<file path="src/rtl/plic_pkg.sv">
// plic_pkg: shared gateway state encoding and trigger-mode constants.
package plic_pkg;

    typedef enum logic [1:0] {GW_IDLE, GW_PENDING, GW_CLAIMED} gw_state_t;

    localparam logic GW_MODE_LEVEL = 1'b0;
    localparam logic GW_MODE_EDGE  = 1'b1;

endpackage

</file>
<file path="src/rtl/plic_gateway_edge_cnt.sv">
// plic_gateway_edge_cnt: rising-edge detector plus saturating up/down count of unforwarded edges.
// PLIC_GATEWAY_EDGE_COUNT_EN selects a full counter; otherwise a 1-bit sticky flag.
module plic_gateway_edge_cnt #(
    parameter int MAX_PENDING_COUNT = 8,
    parameter int CNT_BITS = $clog2(MAX_PENDING_COUNT + 1)
) (
    input  logic                clk_i,
    input  logic                rst_ni,
    input  logic                src,
    input  logic                inc_en,
    input  logic                dec,
    input  logic                clr,
    output logic                rise,
    output logic [CNT_BITS-1:0] cnt
);

`ifdef PLIC_GATEWAY_EDGE_COUNT_EN
    localparam int W   = CNT_BITS;
    localparam int MAX = MAX_PENDING_COUNT;
`else
    localparam int W   = 1;
    localparam int MAX = 1;
`endif
    localparam logic [W-1:0] MAX_Q = W'(MAX);

    logic         src_q;
    logic [W-1:0] q;
    logic         inc;

    assign rise = src & ~src_q;
    assign inc  = rise & inc_en;
    assign cnt  = CNT_BITS'(q);

    // Saturated increments are dropped, not queued.
    always_ff @(posedge clk_i or negedge rst_ni) begin
        if (!rst_ni) begin
            src_q <= 1'b0;
            q     <= '0;
        end else begin
            src_q <= src;
            if (clr)
                q <= '0;
            else if (inc && !dec && q != MAX_Q)
                q <= q + 1'b1;
            else if (dec && !inc)
                q <= q - 1'b1;
        end
    end

endmodule

</file>
<file path="src/rtl/plic_gateway.sv">
// plic_gateway: per-source PLIC gateway turning a level/edge request into ip_o with claim/complete handshake.
// Edge-count depth is set by PLIC_GATEWAY_EDGE_COUNT_EN (undefined: single sticky edge flag).
module plic_gateway
    import plic_pkg::*;
#(
    parameter int MAX_PENDING_COUNT = 8,
    parameter int CNT_BITS = $clog2(MAX_PENDING_COUNT + 1)
) (
    input  logic                clk_i,
    input  logic                rst_ni,
    input  logic                src_i,
    input  logic                edge_lvl_i,
    input  logic                claim_i,
    input  logic                complete_i,
    output logic                ip_o,
    output logic [CNT_BITS-1:0] cnt_o
);

    gw_state_t     state, state_n;
    logic          rise, req, take, cnt_nz, edge_mode;
    logic [CNT_BITS-1:0] cnt;

    assign edge_mode = (edge_lvl_i == GW_MODE_EDGE);
    assign cnt_nz    = |cnt;
    assign req       = edge_mode ? (rise | cnt_nz) : src_i;
    assign take      = (state == GW_IDLE) & req;
    assign cnt_o     = cnt;

    // An edge that directly triggers IDLE->PENDING is consumed, never stored.
    plic_gateway_edge_cnt #(
        .MAX_PENDING_COUNT(MAX_PENDING_COUNT),
        .CNT_BITS         (CNT_BITS)
    ) u_edge_cnt (
        .clk_i (clk_i),
        .rst_ni(rst_ni),
        .src   (src_i),
        .inc_en(edge_mode & ~take),
        .dec   (take & cnt_nz & ~rise),
        .clr   (~edge_mode),
        .rise  (rise),
        .cnt   (cnt)
    );

    always_ff @(posedge clk_i or negedge rst_ni) begin
        if (!rst_ni) begin
            state <= GW_IDLE;
            ip_o  <= 1'b0;
        end else begin
            state <= state_n;
            ip_o  <= (state_n == GW_PENDING);
        end
    end

    // Completion always lands in IDLE so ip_o drops for at least one cycle.
    always_comb begin
        state_n = state;
        case (state)
            GW_IDLE:    if (req) state_n = GW_PENDING;
            GW_PENDING: if (claim_i) state_n = GW_CLAIMED;
            GW_CLAIMED: if (complete_i) state_n = GW_IDLE;
            default:    state_n = GW_IDLE;
        endcase
    end

endmodule

</file>
<file path="config.mk">
export PLATFORM = sky130hd
export DESIGN_NAME = plic_gateway
export DESIGN_NICKNAME = d
export VERILOG_FILES = /design/src/rtl/plic_pkg.sv /design/src/rtl/plic_gateway_edge_cnt.sv /design/src/rtl/plic_gateway.sv
export SDC_FILE = /design/constraint.sdc
export NUM_CORES = 1
export LEC_CHECK = 0
export BUFFER_PORTS_ARGS = -buffer_cell sky130_fd_sc_hd__buf_2
export CAP_MARGIN = 15
export CORE_AREA = 2 2 39 41
export CTS_CLUSTER_SIZE = 30
export DETAILED_ROUTE_END_ITERATION = 10
export DIE_AREA = 0 0 41 43
export GPL_TIMING_DRIVEN = 0
export PLACE_DENSITY_LB_ADDON = 0.15
export SETUP_SLACK_MARGIN = 0.02
export SYNTH_ARGS = -nofsm -noshare
export SYNTH_HDL_FRONTEND = slang
export SYNTH_SLANG_ARGS = --single-unit
export TNS_END_PERCENT = 100
</file>
<file path="constraint.sdc">
create_clock -name clk_i -period 1.1 [get_ports clk_i]
set_clock_uncertainty 0.15 [all_clocks]
set_input_delay 0.22 -clock clk_i [delete_from_list [all_inputs] [get_ports clk_i]]
set_output_delay 0.22 -clock clk_i [all_outputs]
set_load 0.02 [all_outputs]
</file>
==> flow_summary.toml <==
[timing]
setup_viol = 4
setup_ws_ns = -0.121
timing.final.crit_period_ns = 1.22
final_max_slew_viol_count = 0
tns_ns = -0.228
holdWs_ns = 0.0940
final_hold_viol_count = 0
final.period_utilization = 1.11
rsz0062_at_grt = "yes"
fmax_mhz = 819

[yosys]
synthSimpleGateAreaFrac = 0.181
synth_xor_area_frac = 0
ys_types = 11
synth_cells = 22
syn_area_sq_um = 235
synth_top_family_by_area = "simple AND/OR/NAND/NOR gates"
synth_compound_area_frac = 0.144
synth.area.top_cells = "dfrtp_1 (53%), buf_4 (13%), a221oi_2 (6.4%)"
synth_top_cell_area_share = 0.532
seq_area_frac_synth = 0.532
synth_area_per_cell_sq_um = 10.7
synth_seq_cells = 5
yosys.area.top_type = "dfrtp_1"
yosys.area_share.adder = 0
synth_mux_area_frac = 0
synth_warnings = 0

[setup_path]
r2r_start = "u_edge_cnt.q$_DFFE_PN0P_"
ff2ff_setup_slack_ns = -0.05
r2r_cells = 3
criticalPathCategory = "reg -> out"
cp.required_ns = 0.73
rr_endpoint = "ip_o$_DFF_PN0_"
end_kind = "output port"
worst_setup_path_start_kind = "flip-flop"
critPathMaxFanout = 2
arrival_ns = 0.85

[cells_and_area]
n_fill_cell = 163
multiInputGateArea_sq_um = 105
areaGrowthSynthToFinish_pct = 63.8
drive_above_1_share = 0.474
fin_cells = 54
fin_nets = 45
seqCellArea_sq_um = 125
n_antenna_cell = 0

[die]
dieArea_sq_um = 1760
num_rows = 14
die_width_um = 41
io_pins = 11
core_sq_um = 1380
start_util = 0.170
fp.dieH_um = 43

[worst_hold_path]
min_from = "complete_i"
hp-class = "in -> reg"
worstHoldPathCells = 4
whs_endpoint = "state[1]$_DFF_PN0_"

[pwr]
cellPowerDensity_nw_per_um2 = 2040
ir_drop_mv = 0.540
p_leak_nw = 0.187
total_power_uw = 785

[cts]
numCtsBuffers = 3
clockBufferDepth = 2
htree_levels = 1
cts.clk_slew.worst_paths_ns = 0.04
clock_latency_ns = 0.24
clock-sinks = 5
cts_root_buffer = "clkbuf_4"
tritoncts = "done"

[global_route]
gr-total-overflow = 0
antenna_found_initial = 0
grt_start_max_net_pins = 6
grt_pass1_wl_um = 738
grt_pass1_vias = 191
grt_usage = 0.0714

[outcome]
violations = "setup timing"
outcome = "finished with violations"

[drt]
drt_iter0_drc = 0
route.detailed.drc = 0
ant_nets = 0
first_pass_iters = 1
route.vias.total = 204
drt-total-wl_um = 481
wire_per_inst_um = 8.91
avgViaCountPerCell = 3.78

[job]
maxCapViolCount = 0

[place]
io_buffer_count = 7
pre_cts_ws_ns = 0.00804
dp_hpwl_um = 355
placed_cells = 47
place_congestion = 0.615
through the flow:
| stage | cell area [sq um] | utilization |
|---|---|---|
| 5_1_grt | 385 | 0.278 |
| 3_3_place_gp | 298 | 0.215 |
| 6_report | 385 | 0.278 |
| 2_1_floorplan | 243 | - |
| 3_5_place_dp | 298 | 0.215 |
| 4_1_cts | 379 | 0.274 |
cells in the final DEF, fill, tap and decap left out, drive strengths merged:
cell	synthesis	layout
nand2	4	4
and2b	1	1
conb	1	3
buf	4	12
a221oi	1	1
dlygate4sd3	0	2
o22ai	1	1
o21ai	1	1
dfrtp	5	5
nor3b	2	2
a21boi	1	1
clkbuf	0	4
nor2	1	1
worst max-delay path by stage:
| stage | cells after the start | start | endpoint | slack [ns] |
|---|---|---|---|---|
| finish | 2 | u_edge_cnt.q$_DFFE_PN0P_ | cnt_o[0] | -0.12 |
| global route | 2 | u_edge_cnt.q$_DFFE_PN0P_ | cnt_o[0] | -0.15 |
| CTS | 2 | u_edge_cnt.q$_DFFE_PN0P_ | cnt_o[0] | -0.14 |
| detailed placement | 2 | u_edge_cnt.q$_DFFE_PN0P_ | state[0]$_DFF_PN0_ | 0.008 |
| global placement | 2 | u_edge_cnt.q$_DFFE_PN0P_ | ip_o$_DFF_PN0_ | 0.008 |
| floorplan | 2 | u_edge_cnt.q$_DFFE_PN0P_ | ip_o$_DFF_PN0_ | 0.08 |
layout make-up:
type                       count  area share
buffer                         4      0.0877
clock buffer                   4      0.0682
multi-input combinational     15       0.273
sequential                     5       0.325
tap                           16      0.0519
timing repair buffer          10       0.195
registers in the layout, indices dropped and copies added (netlist names):
signal	cells
u_edge_cnt.q	1
ip_o	1
u_edge_cnt.src_q	1
state	2
cells by family (layout without fill, tap and decap cells):
| family | after synthesis | after routing |
|---|---|---|
| AOI/OAI and AO/OA | 4 | 4 |
| other | 1 | 3 |
| DFF | 5 | 5 |
| and+or+nand+nor | 8 | 8 |
| buffers and inverters | 4 | 18 |
synth_stat cells:
master,count
nor3b_1,2
and2b_2,1
nor2_1,1
buf_4,4
nand2_1,4
a221oi_2,1
dfrtp_1,5
o21ai_0,1
conb_1,1
o22ai_1,1
a21boi_0,1
repair_timing:
action / 4_1_cts / 5_1_grt
setup endpoints to repair: 4 / 5
hold buffers: 2 / 0
pin swaps: 1 / 0
gates resized for setup: 6 / 1
buffers inserted: 1 / 0
endpoints found under the hold margin: 6 / 0
worst max-delay path: stages, from the launching register on:
cell and delay (ns):
dfrtp_1 0.38, buf_6 0.12, buf_6 0.12
metal layers:
| layer | up-vias | share of wire | wire, um | global-route usage |
|---|---|---|---|---|
| met5 | - | 0 | 0 | 0 |
| met4 | 0 | 0 | 0 | 0.0800 |
| met3 | 0 | 0.11 | 54 | 0.0524 |
| met2 | 7 | 0.51 | 243 | 0.0813 |
| met1 | 97 | 0.38 | 183 | 0.0744 |
| li1 | 100 | - | - | - |
power breakdown:
group / internal [mW] / leakage (nW) / total [mW] / switching (mW)
combinational: 0.146 / 0.109 / 0.255 / 0.108
sequential: 0.246 / 0.0626 / 0.316 / 0.0701
clock: 0.137 / 0.0150 / 0.214 / 0.0769
No activity file was read; power rests on OpenSTA's default activity.
